File: src/rtl/cacheline_adaptor_pkg.sv
// Shared types and default-geometry constants for the cache line <-> memory burst adaptor.
package cacheline_adaptor_pkg;

  localparam int DEF_LINE_WIDTH  = 256;
  localparam int DEF_BURST_WIDTH = 64;
  localparam int BEATS           = DEF_LINE_WIDTH / DEF_BURST_WIDTH;
  localparam int OFFSET_BITS     = $clog2(DEF_LINE_WIDTH / 8);

  typedef enum logic [1:0] {
    IDLE  = 2'd0,
    READ  = 2'd1,
    WRITE = 2'd2,
    DONE  = 2'd3
  } state_e;

  // Transaction kind, remembered across a burst for the perf counters.
  typedef enum logic {
    READ_T  = 1'b0,
    WRITE_T = 1'b1
  } cycle_type_e;

endpackage

File: src/rtl/cacheline_adaptor.sv
// Cache line adaptor: turns one line read/write-back into a burst of memory beats
// and answers the cache with a single-cycle resp_o.
// Optional perf counters (rd_count_o / wr_count_o) under CACHELINE_ADAPTOR_PERF_EN.
module cacheline_adaptor
  import cacheline_adaptor_pkg::*;
#(
  parameter int LINE_WIDTH  = DEF_LINE_WIDTH,
  parameter int BURST_WIDTH = DEF_BURST_WIDTH,
  parameter int ADDR_WIDTH  = 32
) (
  input  logic                   clk,
  input  logic                   rst,
  input  logic [LINE_WIDTH-1:0]  line_i,
  output logic [LINE_WIDTH-1:0]  line_o,
  input  logic [ADDR_WIDTH-1:0]  address_i,
  input  logic                   read_i,
  input  logic                   write_i,
  output logic                   resp_o,
  input  logic [BURST_WIDTH-1:0] burst_i,
  output logic [BURST_WIDTH-1:0] burst_o,
  output logic [ADDR_WIDTH-1:0]  address_o,
  output logic                   read_o,
  output logic                   write_o,
  input  logic                   resp_i
`ifdef CACHELINE_ADAPTOR_PERF_EN
  ,
  output logic [31:0]            rd_count_o,
  output logic [31:0]            wr_count_o
`endif
);

  localparam int NB  = LINE_WIDTH / BURST_WIDTH;
  localparam int OFF = $clog2(LINE_WIDTH / 8);
  localparam int CW  = (NB > 1) ? $clog2(NB) : 1;

  state_e                  state_q, state_d;
  logic [CW-1:0]           k_q, k_d;
  logic [ADDR_WIDTH-1:0]   addr_q, addr_d;
  logic [LINE_WIDTH-1:0]   wline_q, wline_d;
  logic [LINE_WIDTH-1:0]   rline_q, rline_d;
  logic [ADDR_WIDTH-1:0]   addr_aligned;
  logic                    last_beat;

  // Byte-offset bits are dropped on purpose; the memory only sees line addresses.
  logic unused_addr_bits;
  assign unused_addr_bits = ^address_i[OFF-1:0];

  assign addr_aligned = {address_i[ADDR_WIDTH-1:OFF], {OFF{1'b0}}};
  assign last_beat    = (k_q == CW'(NB - 1));

  // State and datapath registers; rst also clears the assembled line.
  always_ff @(posedge clk) begin
    if (rst) begin
      state_q <= IDLE;
      k_q     <= '0;
      addr_q  <= '0;
      wline_q <= '0;
      rline_q <= '0;
    end else begin
      state_q <= state_d;
      k_q     <= k_d;
      addr_q  <= addr_d;
      wline_q <= wline_d;
      rline_q <= rline_d;
    end
  end

  // Next state: accept in IDLE (write wins), count beats on resp_i, pulse once in DONE.
  // The counter stops on the last beat rather than wrapping; DONE clears it.
  always_comb begin
    state_d = state_q;
    k_d     = k_q;
    addr_d  = addr_q;
    wline_d = wline_q;
    rline_d = rline_q;
    unique case (state_q)
      IDLE: begin
        if (write_i) begin
          addr_d  = addr_aligned;
          wline_d = line_i;
          state_d = WRITE;
        end else if (read_i) begin
          addr_d  = addr_aligned;
          state_d = READ;
        end
      end
      READ: begin
        if (resp_i) begin
          rline_d[int'(k_q)*BURST_WIDTH +: BURST_WIDTH] = burst_i;
          if (last_beat) state_d = DONE;
          else           k_d     = k_q + CW'(1);
        end
      end
      WRITE: begin
        if (resp_i) begin
          if (last_beat) state_d = DONE;
          else           k_d     = k_q + CW'(1);
        end
      end
      DONE: begin
        k_d     = '0;
        state_d = IDLE;
      end
      default: state_d = IDLE;
    endcase
  end

  assign read_o    = (state_q == READ);
  assign write_o   = (state_q == WRITE);
  assign resp_o    = (state_q == DONE);
  assign address_o = addr_q;
  assign line_o    = rline_q;
  assign burst_o   = wline_q[int'(k_q)*BURST_WIDTH +: BURST_WIDTH];

`ifdef CACHELINE_ADAPTOR_PERF_EN
  cycle_type_e typ_q;

  // Remember which kind of transaction was accepted so DONE credits the right counter.
  always_ff @(posedge clk) begin
    if (rst) begin
      typ_q <= READ_T;
    end else if (state_q == IDLE) begin
      if (write_i)     typ_q <= WRITE_T;
      else if (read_i) typ_q <= READ_T;
    end
  end

  // Saturating completion counters.
  always_ff @(posedge clk) begin
    if (rst) begin
      rd_count_o <= '0;
      wr_count_o <= '0;
    end else if (state_q == DONE) begin
      if (typ_q == READ_T && rd_count_o != 32'hFFFF_FFFF)
        rd_count_o <= rd_count_o + 32'd1;
      if (typ_q == WRITE_T && wr_count_o != 32'hFFFF_FFFF)
        wr_count_o <= wr_count_o + 32'd1;
    end
  end
`endif

endmodule

File: config.mk
export PLATFORM = sky130hd
export DESIGN_NAME = cacheline_adaptor
export DESIGN_NICKNAME = d
export VERILOG_FILES = /design/src/rtl/cacheline_adaptor_pkg.sv /design/src/rtl/cacheline_adaptor.sv
export SDC_FILE = /design/constraint.sdc
export NUM_CORES = 1
export LEC_CHECK = 0
export CAP_MARGIN = 20
export CORE_AREA = 2 2 279 281
export DETAILED_ROUTE_END_ITERATION = 10
export DIE_AREA = 0 0 281 283
export HOLD_SLACK_MARGIN = 0.12
export PLACE_DENSITY = 0.53
export SLEW_MARGIN = 15
export SYNTH_ARGS = -nofsm -noshare
export SYNTH_HDL_FRONTEND = slang
export SYNTH_SLANG_ARGS = --single-unit
export TNS_END_PERCENT = 20
File: constraint.sdc
create_clock -name clk -period 3.9 [get_ports clk]
set_input_delay 0.78 -clock clk [delete_from_list [all_inputs] [get_ports clk]]
set_output_delay 0.78 -clock clk [all_outputs]
set_load 0.02 [all_outputs]
==> summary.md, run 1 <==
| Metric | Value |
|---|---|
| Max cap viols | `0` |
| Worst EP arrival | `2.87 ns` |
| CP Max Fanout | `28` |
| Worst Reg-to-Reg Cells | `6` |
| Minimum clock period | `3.65 ns` |
| Dpl ws | `0.808 ns` |
| Dominant cells by area after synthesis | `dfxtp_1, nand2_1, mux4_2` |
| Clock Tree Root | `clkbuf_16` |
| Core Region | `76700 sq um` |
| Clk_lat worst skew | `~0.63 ns` |
| Outcome | `finished, final reports clean` |
| Synth-to-Final Area Change | `50.3%` |
| Layout cell share with drive strength beyond 1 | `slightly above 8%` |
| Max_slew headroom | `38.8%` |
| Drt wl/cell | `19.9 um` |
| Worst reg2reg path startpoint | `k_q[0]` |
| Post-route ant nets | `0` |
| Critical path, cell by cell | `buf_4, mux4_2, clkdlybuf4s50_1` |
| Synth top cells by count | `nand2_1, dfxtp_1, a21oi_1` |
| Die area | `79500 sq um` |
| Max stage delay on crit path | `roughly 0.74 ns` |
| TritonCTS clock tree | `built` |
| Worst r2r dst | `line_o[156]` |
| DR iter-0 viols | `between 900 and 1000` |
| Power per cell area | `549 nW/um^2` |
| Final RePlAce weighted congestion | `0.829` |
| Hold-fix buffers, CTS | `0` |
| Post-synthesis sequential area ratio | `between 50% and 60%` |
| Most instantiated library cell after synthesis | `nand2_1` |
| Hold EP | `wline_q[143]` |
| GRT Total Usage | `a little under a fifth` |
| I/O Buffers | `701` |
| Synthesis Warnings | `0` |
| Family with the most delay on the worst path | `buffers and inverters` |
| Vias in the first global route | `18000` |
| Worst EP required | `3.12 ns` |
| Leak | `10.6 nW` |
| FF+latch count, synth | `between 500 and 600` |
| Mean Syn Cell Area | `about 9.6 sq um` |
| Chip Width | `281 um` |
| Initial DRT Pass Iterations | `4` |
| Largest net degree at the start of global routing | `between 150 and 200` |
| Final setup vio count | `0` |
| CTS Buffer Depth | `3` |
| Fin crit share | `between 90% and 100%` |
| Startpoint types | `register` |
| Initial antenna violation count | `14` |
| Fill cell count | `7576` |
| Max Slew Vio Count | `0` |
| Synth cell types | `39` |
| Area share of the largest cell type after synthesis | `54.2%` |
| Hold Fails Final Rpt | `0` |
| Clock Sinks | `543` |
| Crit path buffers/inverters | `2` |
| Worst slew pin tran | `0.919 ns` |
| # nets final | `3071` |
| Global route overflow | `0` |
| RSZ-0062 raised after global routing | `no` |
| Cts bufs inserted | `60` |
| Die height | `283 um` |
| Flop-to-flop setup slack | `about 0.84 ns` |
| Async S/R FF share, synth | `0%` |
| Post-CTS setup buffer count | `0` |
| Dpl hpwl | `53300 um` |
| Cell taking the most area after synthesis | `dfxtp_1` |
| Setup ws final | `roughly 0.25 ns` |
| Vias per cell | `4.69` |
| Worst hold path class | `register to register` |
| Post-synth top flop | `dfxtp_1` |
| Max Fclk | `274 MHz` |
| Cts repair resizes | `0` |
| Number of enable flip-flop cells after synthesis | `0` |
| Worst-path clk slew | `0.06 ns` |
| Row cnt | `102` |
| Crit path kind | `register to output pin` |
| Starting density of the core | `a little over a quarter` |
| First-pass GRT wire length | `112000 um` |
| Mapped Cells | `between 2000 and 2500` |
| CTS H-tree lvls | `2` |
| CP max stage cell | `dfxtp_4` |
| Syn Std Cell Area | `20000 sq um` |
| Total number of vias | `17800` |
| Post-layout util | `39.3%` |
| DRT Wirelength | `75700 um` |
| Total negative slack | `0 ns` |
| Hold path start | `wline_q[143]` |
| Max rail drop VDD | `341 uV` |
| Worst Clk Skew | `0.0121 ns` |
| Critical Path End Type | `output pin` |
| DRC | `0` |
| Hold path depth | `2` |
| Top-Level Pins | `712` |
## cell families after synthesis
family / after synthesis / share of synthesized area, %
and+or+nand+nor: 658 / 12.9
AOI/OAI and AO/OA: 548 / 19.4
DFF: 543 / 54.2
buffers and inverters: 257 / 5.43
muxes: 66 / 7.29
adders and majority gates: 11 / 0.687
other: 1 / 0.0187
## worst max path at each step
stage	startpoint	to	slack, ns	cells after the start
6_report	k_q[0]	burst_o[1]	0.25	3
4_1_cts	k_q[0]	burst_o[1]	0.14	3
2_1_floorplan	k_q[0]	line_o[172]	1.10	10
3_3_place_gp	k_q[0]	burst_o[15]	0.82	3
5_1_grt	k_q[0]	burst_o[1]	0.08	3
3_5_place_dp	k_q[0]	line_o[157]	0.81	6
## routing by layer
metal,global-route usage (%),vias up,wire [um]
met4,6.51,12,2430
met5,0,-,79
met1,20.7,8556,29600
met3,6.59,137,7060
li1,-,8495,-
met2,30.9,602,36500
## sequential cells by signal (all words and copies together) (netlist names)
register and flops:
address_o 27, k_q 2, line_o 256, state_q 2, wline_q 256
## cells in the final DEF, fill, tap and decap left out, types with 2 or more instances in the layout
master,count
nor2_1,2
buf_8,2
clkbuf_8,13
clkinv_2,14
o32ai_1,52
nand2b_1,3
nor4_4,4
inv_1,69
buf_4,19
a32o_1,64
clkbuf_1,14
bufinv_16,2
mux4_2,64
clkbuf_16,61
buf_12,19
nand2_1,636
nand3_1,2
conb_1,5
dfxtp_4,2
a31oi_4,2
inv_16,2
diode_2,7
clkdlybuf4s50_1,700
dfxtp_1,541
clkinvlp_4,2
a22o_1,128
o32ai_2,12
mux2i_1,2
a21oi_1,284
ha_1,11
## power by group
group	switching [mW]	leakage (nW)	internal [mW]
sequential	0.389	4.42	6.18
clock	2.35	0.969	3.25
combinational	2.42	5.18	1.94
## cell type report
cell class	instances	area, sq um	area share, %
timing repair buffer	740	7560	25.1
antenna	7	17.5	0.0581
inverter	70	263	0.872
multi-input combinational	1288	8160	27.1
tap	1040	1300	4.32
clock inverter	21	191	0.635
clock buffer	88	1760	5.83
sequential	543	10900	36.1
## worst register-to-register path: cells and delay by family (launching register included)
kind	cells	cell delay (ns)
buffers and inverters	2	0.60
and+or+nand+nor	2	0.85
AOI/OAI and AO/OA	1	0.33
adders and majority gates	1	0.44
DFF	1	0.74
## through the flow
step	instances	hold slack, ns	area, sq um	power [mW]
final	3797	0.452	30100	16.5
after global placement	3680	0.440	28100	11.0
after detailed placement	3680	0.446	28100	11.1
after floorplan	2088	0.433	20100	9.09
after CTS	3789	0.454	30100	16.8
after global routing	3796	0.467	30100	17.4
No activity file was read; power rests on OpenSTA's default activity.
==> inputs of run 2 (changes only) <==
Settings changed: CTS_BUF_LIST from default to sky130_fd_sc_hd__clkbuf_4 sky130_fd_sc_hd__clkbuf_8.
==> run 2 against run 1 <==
Hold slack barely moved. Critical path depth did not move. Sequential power barely moved. Global-route usage rose by 0.25 points. Highest routed layer unchanged.
==> summary.md, run 2 (synthesis results as in run 1) <==
| Metric | Value |
|---|---|
| Worst hold path class | `register to register` |
| CP Max Fanout | `28` |
| Startpoint types | `register` |
| TritonCTS clock tree | `built` |
| Gate power share | `around a quarter` |
| Power per cell area | `546 nW/um^2` |
| Post-layout util | `39.4%` |
| GRT Total Usage | `18.4%` |
| Max Slew Vio Count | `0` |
| First-pass GRT wire length | `113000 um` |
| Total number of vias | `approximately 18000` |
| I/O Buffers | `701` |
| CTS H-tree lvls | `3` |
| Dpl ws | `between 0.8 and 0.9 ns` |
| Core Region | `76700 sq um` |
| Row cnt | `102` |
| Drt wl/cell | `19.8 um` |
| # nets final | `just over 3000` |
| Worst-path clk slew | `roughly 0.06 ns` |
| Initial DRT Pass Iterations | `5` |
| Hold_ws | `0.451 ns` |
| Leak | `10.7 nW` |
| Register area | `~11000 sq um` |
| Commonest non-fill, non-tap cell in the layout | `clkdlybuf4s50_1` |
| Largest net degree at the start of global routing | `168` |
| Initial antenna violation count | `17` |
| Placed insts | `between 3000 and 4000` |
| Max cap viols | `0` |
| Final cell count without fillers | `3855` |
| DRT Wirelength | `76400 um` |
| Setup ws final | `0.233 ns` |
| Starting density of the core | `about a quarter` |
| Max_slew headroom | `39.2%` |
| DRC | `0` |
| Crit path kind | `register to output pin` |
| Cts repair resizes | `0` |
| Psw | `5.24 mW` |
| Synth-to-Final Area Change | `50.8%` |
| Post-CTS setup buffer count | `0` |
| Global route overflow | `0` |
| Die area | `79500 sq um` |
| Clock power frac | `33.8%` |
| Sw Share | `about a third` |
| Vias per cell | `4.70` |
| Final setup vio count | `0` |
| Flop-to-flop setup slack | `0.88 ns` |
| Hold Fails Final Rpt | `0` |
| Final RePlAce weighted congestion | `0.829` |
| Hold-fix buffers, CTS | `0` |
| DR iter-0 viols | `around 900` |
| Dpl hpwl | `between 50000 and 60000 um` |
| Post-route ant nets | `0` |
| Vias in the first global route | `18300` |
| Clock Tree Root | `clkbuf_8` |
| Layout cell share with drive strength beyond 1 | `10.7%` |
| Critical Path End Type | `output pin` |
| Max rail drop VDD | `288 uV` |
| Total negative slack | `0 ns` |
| Commonest cells after routing, fill and taps aside | `clkdlybuf4s50_1, nand2_1, dfxtp_1` |
| Worst slew pin tran | `0.913 ns` |
| Worst Clk Skew | `0.0552 ns` |
| Outcome | `finished, final reports clean` |
| Die height | `283 um` |
| Minimum clock period | `~3.7 ns` |
| Cts bufs inserted | `96` |
| Clk_lat worst skew | `0.71 ns` |
| Max Fclk | `273 MHz` |
| Multi-input logic area | `8160 sq um` |
| Chip Width | `about 280 um` |
| Fin crit share | `94.0%` |
| Clock Sinks | `between 500 and 600` |
| Internal | `11.3 mW` |
| Worst EP required | `around 3.1 ns` |
| Worst EP arrival | `2.89 ns` |
| CTS Buffer Depth | `3` |
| Reg power frac | `39.8%` |
| Top-Level Pins | `712` |
| Fill cell count | `7580` |
| RSZ-0062 raised after global routing | `no` |
==> run 2: final timing paths <==
kind | from | to | depth (start not counted)
worst min-delay path | wline_q[143] | wline_q[143] | 2
worst max-delay path | k_q[0] | burst_o[18] | 3
worst min register to register | wline_q[143] | wline_q[143] | 2
worst max register to register | k_q[0] | line_o[156] | 6
==> run 2: final cells by class <==
type                       count  share of cell area (%)
antenna                        7                  0.0580
clock buffer                 147                    6.07
clock inverter                20                   0.679
inverter                      70                   0.869
multi-input combinational   1288                    27.0
sequential                   543                    36.0
tap                         1040                    4.31
timing repair buffer         740                    25.0
==> run 2: per-layer routing <==
metal  up-vias  global-route usage, %  routed length (um)
li1       8579                      -                   -
met1      8660                   20.7               29500
met2       701                   30.5               36300
met3       160                   6.95                7460
met4        18                   8.57                2990
met5         -                      0                 111
==> run 2: critical path, cell delays in order (launching register included) <==
cell	delay, ns
dfxtp_4	0.74
buf_4	0.34
mux4_2	0.53
clkdlybuf4s50_1	0.58
==> run 2: per-stage QoR <==
stage	power, mW	area [sq um]
after floorplan	9.09	20100
after global placement	11.0	28100
after detailed placement	11.1	28100
after CTS	16.8	30200
after global routing	17.4	30200
final	16.5	30200
==> run 2: power groups by stage <==
stage / registers, mW / clock network, mW / logic [mW]
finish: 6.57 / 5.58 / 4.36
global route: 6.65 / 6.03 / 4.75
floorplan: 6.69 / 0 / 2.40
CTS: 6.58 / 5.78 / 4.42
detailed placement: 6.70 / 0 / 4.41
global placement: 6.66 / 0 / 4.35
==> inputs of run 3 (changes only) <==
Settings changed: HOLD_SLACK_MARGIN 0.12 to 0.02, PLACE_DENSITY 0.53 to default, PLACE_DENSITY_LB_ADDON from default to 0.25.
==> run 3 against run 2 <==
Die area did not move. Critical path depth unchanged. Setup slack improved by 0.11 ns. Hold slack got worse by 0.00061 ns. Non-clock buffer count increased by 7. Design area up 0.45%. Total power increased by 0.68%. Sequential power about the same. Clock power increased by 2%. Global-route usage down 0.25 points. Largest power group unchanged. Highest routed layer unchanged.
==> summary.md, run 3 (synthesis results as in run 1) <==
| Metric | Value |
|---|---|
| Final RePlAce weighted congestion | `around 0.84` |
| Die height | `283 um` |
| Global route overflow | `0` |
| Synth-to-Final Area Change | `51.5%` |
| Worst Clk Skew | `0.0442 ns` |
| Drt wl/cell | `19.7 um` |
| CTS Buffer Depth | `3` |
| RSZ-0062 raised after global routing | `no` |
| Vias per cell | `4.72` |
| # nets final | `3114` |
| Commonest cells after routing, fill and taps aside | `clkdlybuf4s50_1, nand2_1, dfxtp_1` |
| Largest net degree at the start of global routing | `172` |
| TritonCTS clock tree | `built` |
| Initial DRT Pass Iterations | `5` |
| Setup ws final | `0.343 ns` |
| Dpl hpwl | `53400 um` |
| Core Region | `76700 sq um` |
| Max_slew headroom | `34.6%` |
| Clk_lat worst skew | `roughly 0.69 ns` |
| Critical Path End Type | `output pin` |
| Max Slew Vio Count | `0` |
| Die area | `~80000 sq um` |
| Hold_ws | `0.451 ns` |
| Row cnt | `~100` |
| Dpl ws | `just over 0.8 ns` |
| Worst slew pin tran | `0.981 ns` |
| Final setup vio count | `0` |
| Fin crit share | `91.2%` |
| Clock Sinks | `around 540` |
| Hold path depth | `2` |
| Crit path kind | `register to output pin` |
| Worst r2r dst | `line_o[135]` |
| CP Max Fanout | `24` |
| DR iter-0 viols | `1102` |
| Cts repair resizes | `0` |
| Flop-to-flop setup slack | `0.89 ns` |
| Hold path start | `wline_q[138]` |
| Total negative slack | `0 ns` |
| I/O Buffers | `701` |
| DRT Wirelength | `76100 um` |
| Worst EP arrival | `roughly 2.8 ns` |
| CTS H-tree lvls | `3` |
| Vias in the first global route | `between 15000 and 20000` |
| Hold Fails Final Rpt | `0` |
| Outcome | `finished, final reports clean` |
| Max rail drop VDD | `roughly 340 uV` |
| Clock Tree Root | `clkbuf_8` |
| Commonest non-fill, non-tap cell in the layout | `clkdlybuf4s50_1` |
| Hold-fix buffers, CTS | `0` |
| Top-Level Pins | `roughly 700` |
| Worst-path clk slew | `0.06 ns` |
| Post-CTS setup buffer count | `0` |
| Cts bufs inserted | `96` |
| First-pass GRT wire length | `112000 um` |
| Initial antenna violation count | `17` |
| Total number of vias | `18200` |
| GRT Total Usage | `between 10% and 20%` |
| Max cap viols | `0` |
| Worst EP required | `3.12 ns` |
| Startpoint types | `register` |
| Max Fclk | `281 MHz` |
| Fill cell count | `between 7000 and 8000` |
| Chip Width | `about 280 um` |
| Worst hold path class | `register to register` |
| Worst Reg-to-Reg Cells | `7` |
| Starting density of the core | `26.1%` |
| Worst reg2reg path startpoint | `k_q[0]` |
| Power per cell area | `548 nW/um^2` |
| Hold EP | `wline_q[138]` |
| Minimum clock period | `3.56 ns` |
| DRC | `0` |
| Final Power | `~17 mW` |
| Post-route ant nets | `0` |
| Leak | `10.8 nW` |
| Layout cell share with drive strength beyond 1 | `11.0%` |
==> run 3: cell types whose count changed in the layout (fill, tap and decap cells not counted), sizes merged <==
cell      previous run  this run
clkinv              12        10
diode                7        11
clkbuf             147       153
inv                 75        74
clkinvlp             1         0
buf                 40        47
==> run 3: where the power goes <==
group,leakage [nW],internal (mW),switching [mW],total (mW)
registers,4.42,6.18,0.373,6.56
clock network,1.12,3.26,2.41,5.67
logic,5.22,1.93,2.46,4.39
==> run 3: final cells by class <==
| cell class | count | area (sq um) | area share (%) |
|---|---|---|---|
| Tap cell | 1040 | 1300 | 4.29 |
| Sequential cell | 543 | 10900 | 35.8 |
| Clock buffer | 153 | 1920 | 6.32 |
| Clock inverter | 16 | 188 | 0.618 |
| Antenna cell | 11 | 27.5 | 0.0907 |
| Inverter | 70 | 263 | 0.866 |
| Timing Repair Buffer | 747 | 7610 | 25.1 |
| Multi-Input combinational cell | 1288 | 8170 | 26.9 |
==> run 3: critical path: stages, from the launching register on <==
cell and delay, ns:
dfxtp_4 0.59, buf_12 0.28, mux4_2 0.59, clkdlybuf4s50_1 0.57
==> run 3: metal layers <==
layer	global-route usage, %	part of all wire [%]	up-vias
met4	8.66	3.8	12
li1	-	-	8610
met2	30.2	48	756
met3	7.00	9.7	155
met5	0	0.11	-
met1	20.2	39	8705
==> run 3: worst max path at each step <==
stage                     slack, ns  depth (start not counted)     endpoint    from
after global routing           0.14                          3  burst_o[32]  k_q[0]
final                          0.34                          3   burst_o[5]  k_q[0]
after global placement         0.82                          3  burst_o[35]  k_q[0]
after floorplan                1.10                         10  line_o[172]  k_q[0]
after detailed placement       0.82                          3  burst_o[35]  k_q[0]
after CTS                      0.02                          3  burst_o[28]  k_q[0]
==> run 3: metrics by stage <==
stage / std cells / instance area (sq um) / utilization, %
2_1_floorplan: 2088 / 20100 / -
3_3_place_gp: 3687 / 28200 / 36.7
3_5_place_dp: 3687 / 28200 / 36.7
4_1_cts: 3856 / 30300 / 39.5
5_1_grt: 3868 / 30400 / 39.6
6_report: 3868 / 30400 / 39.6
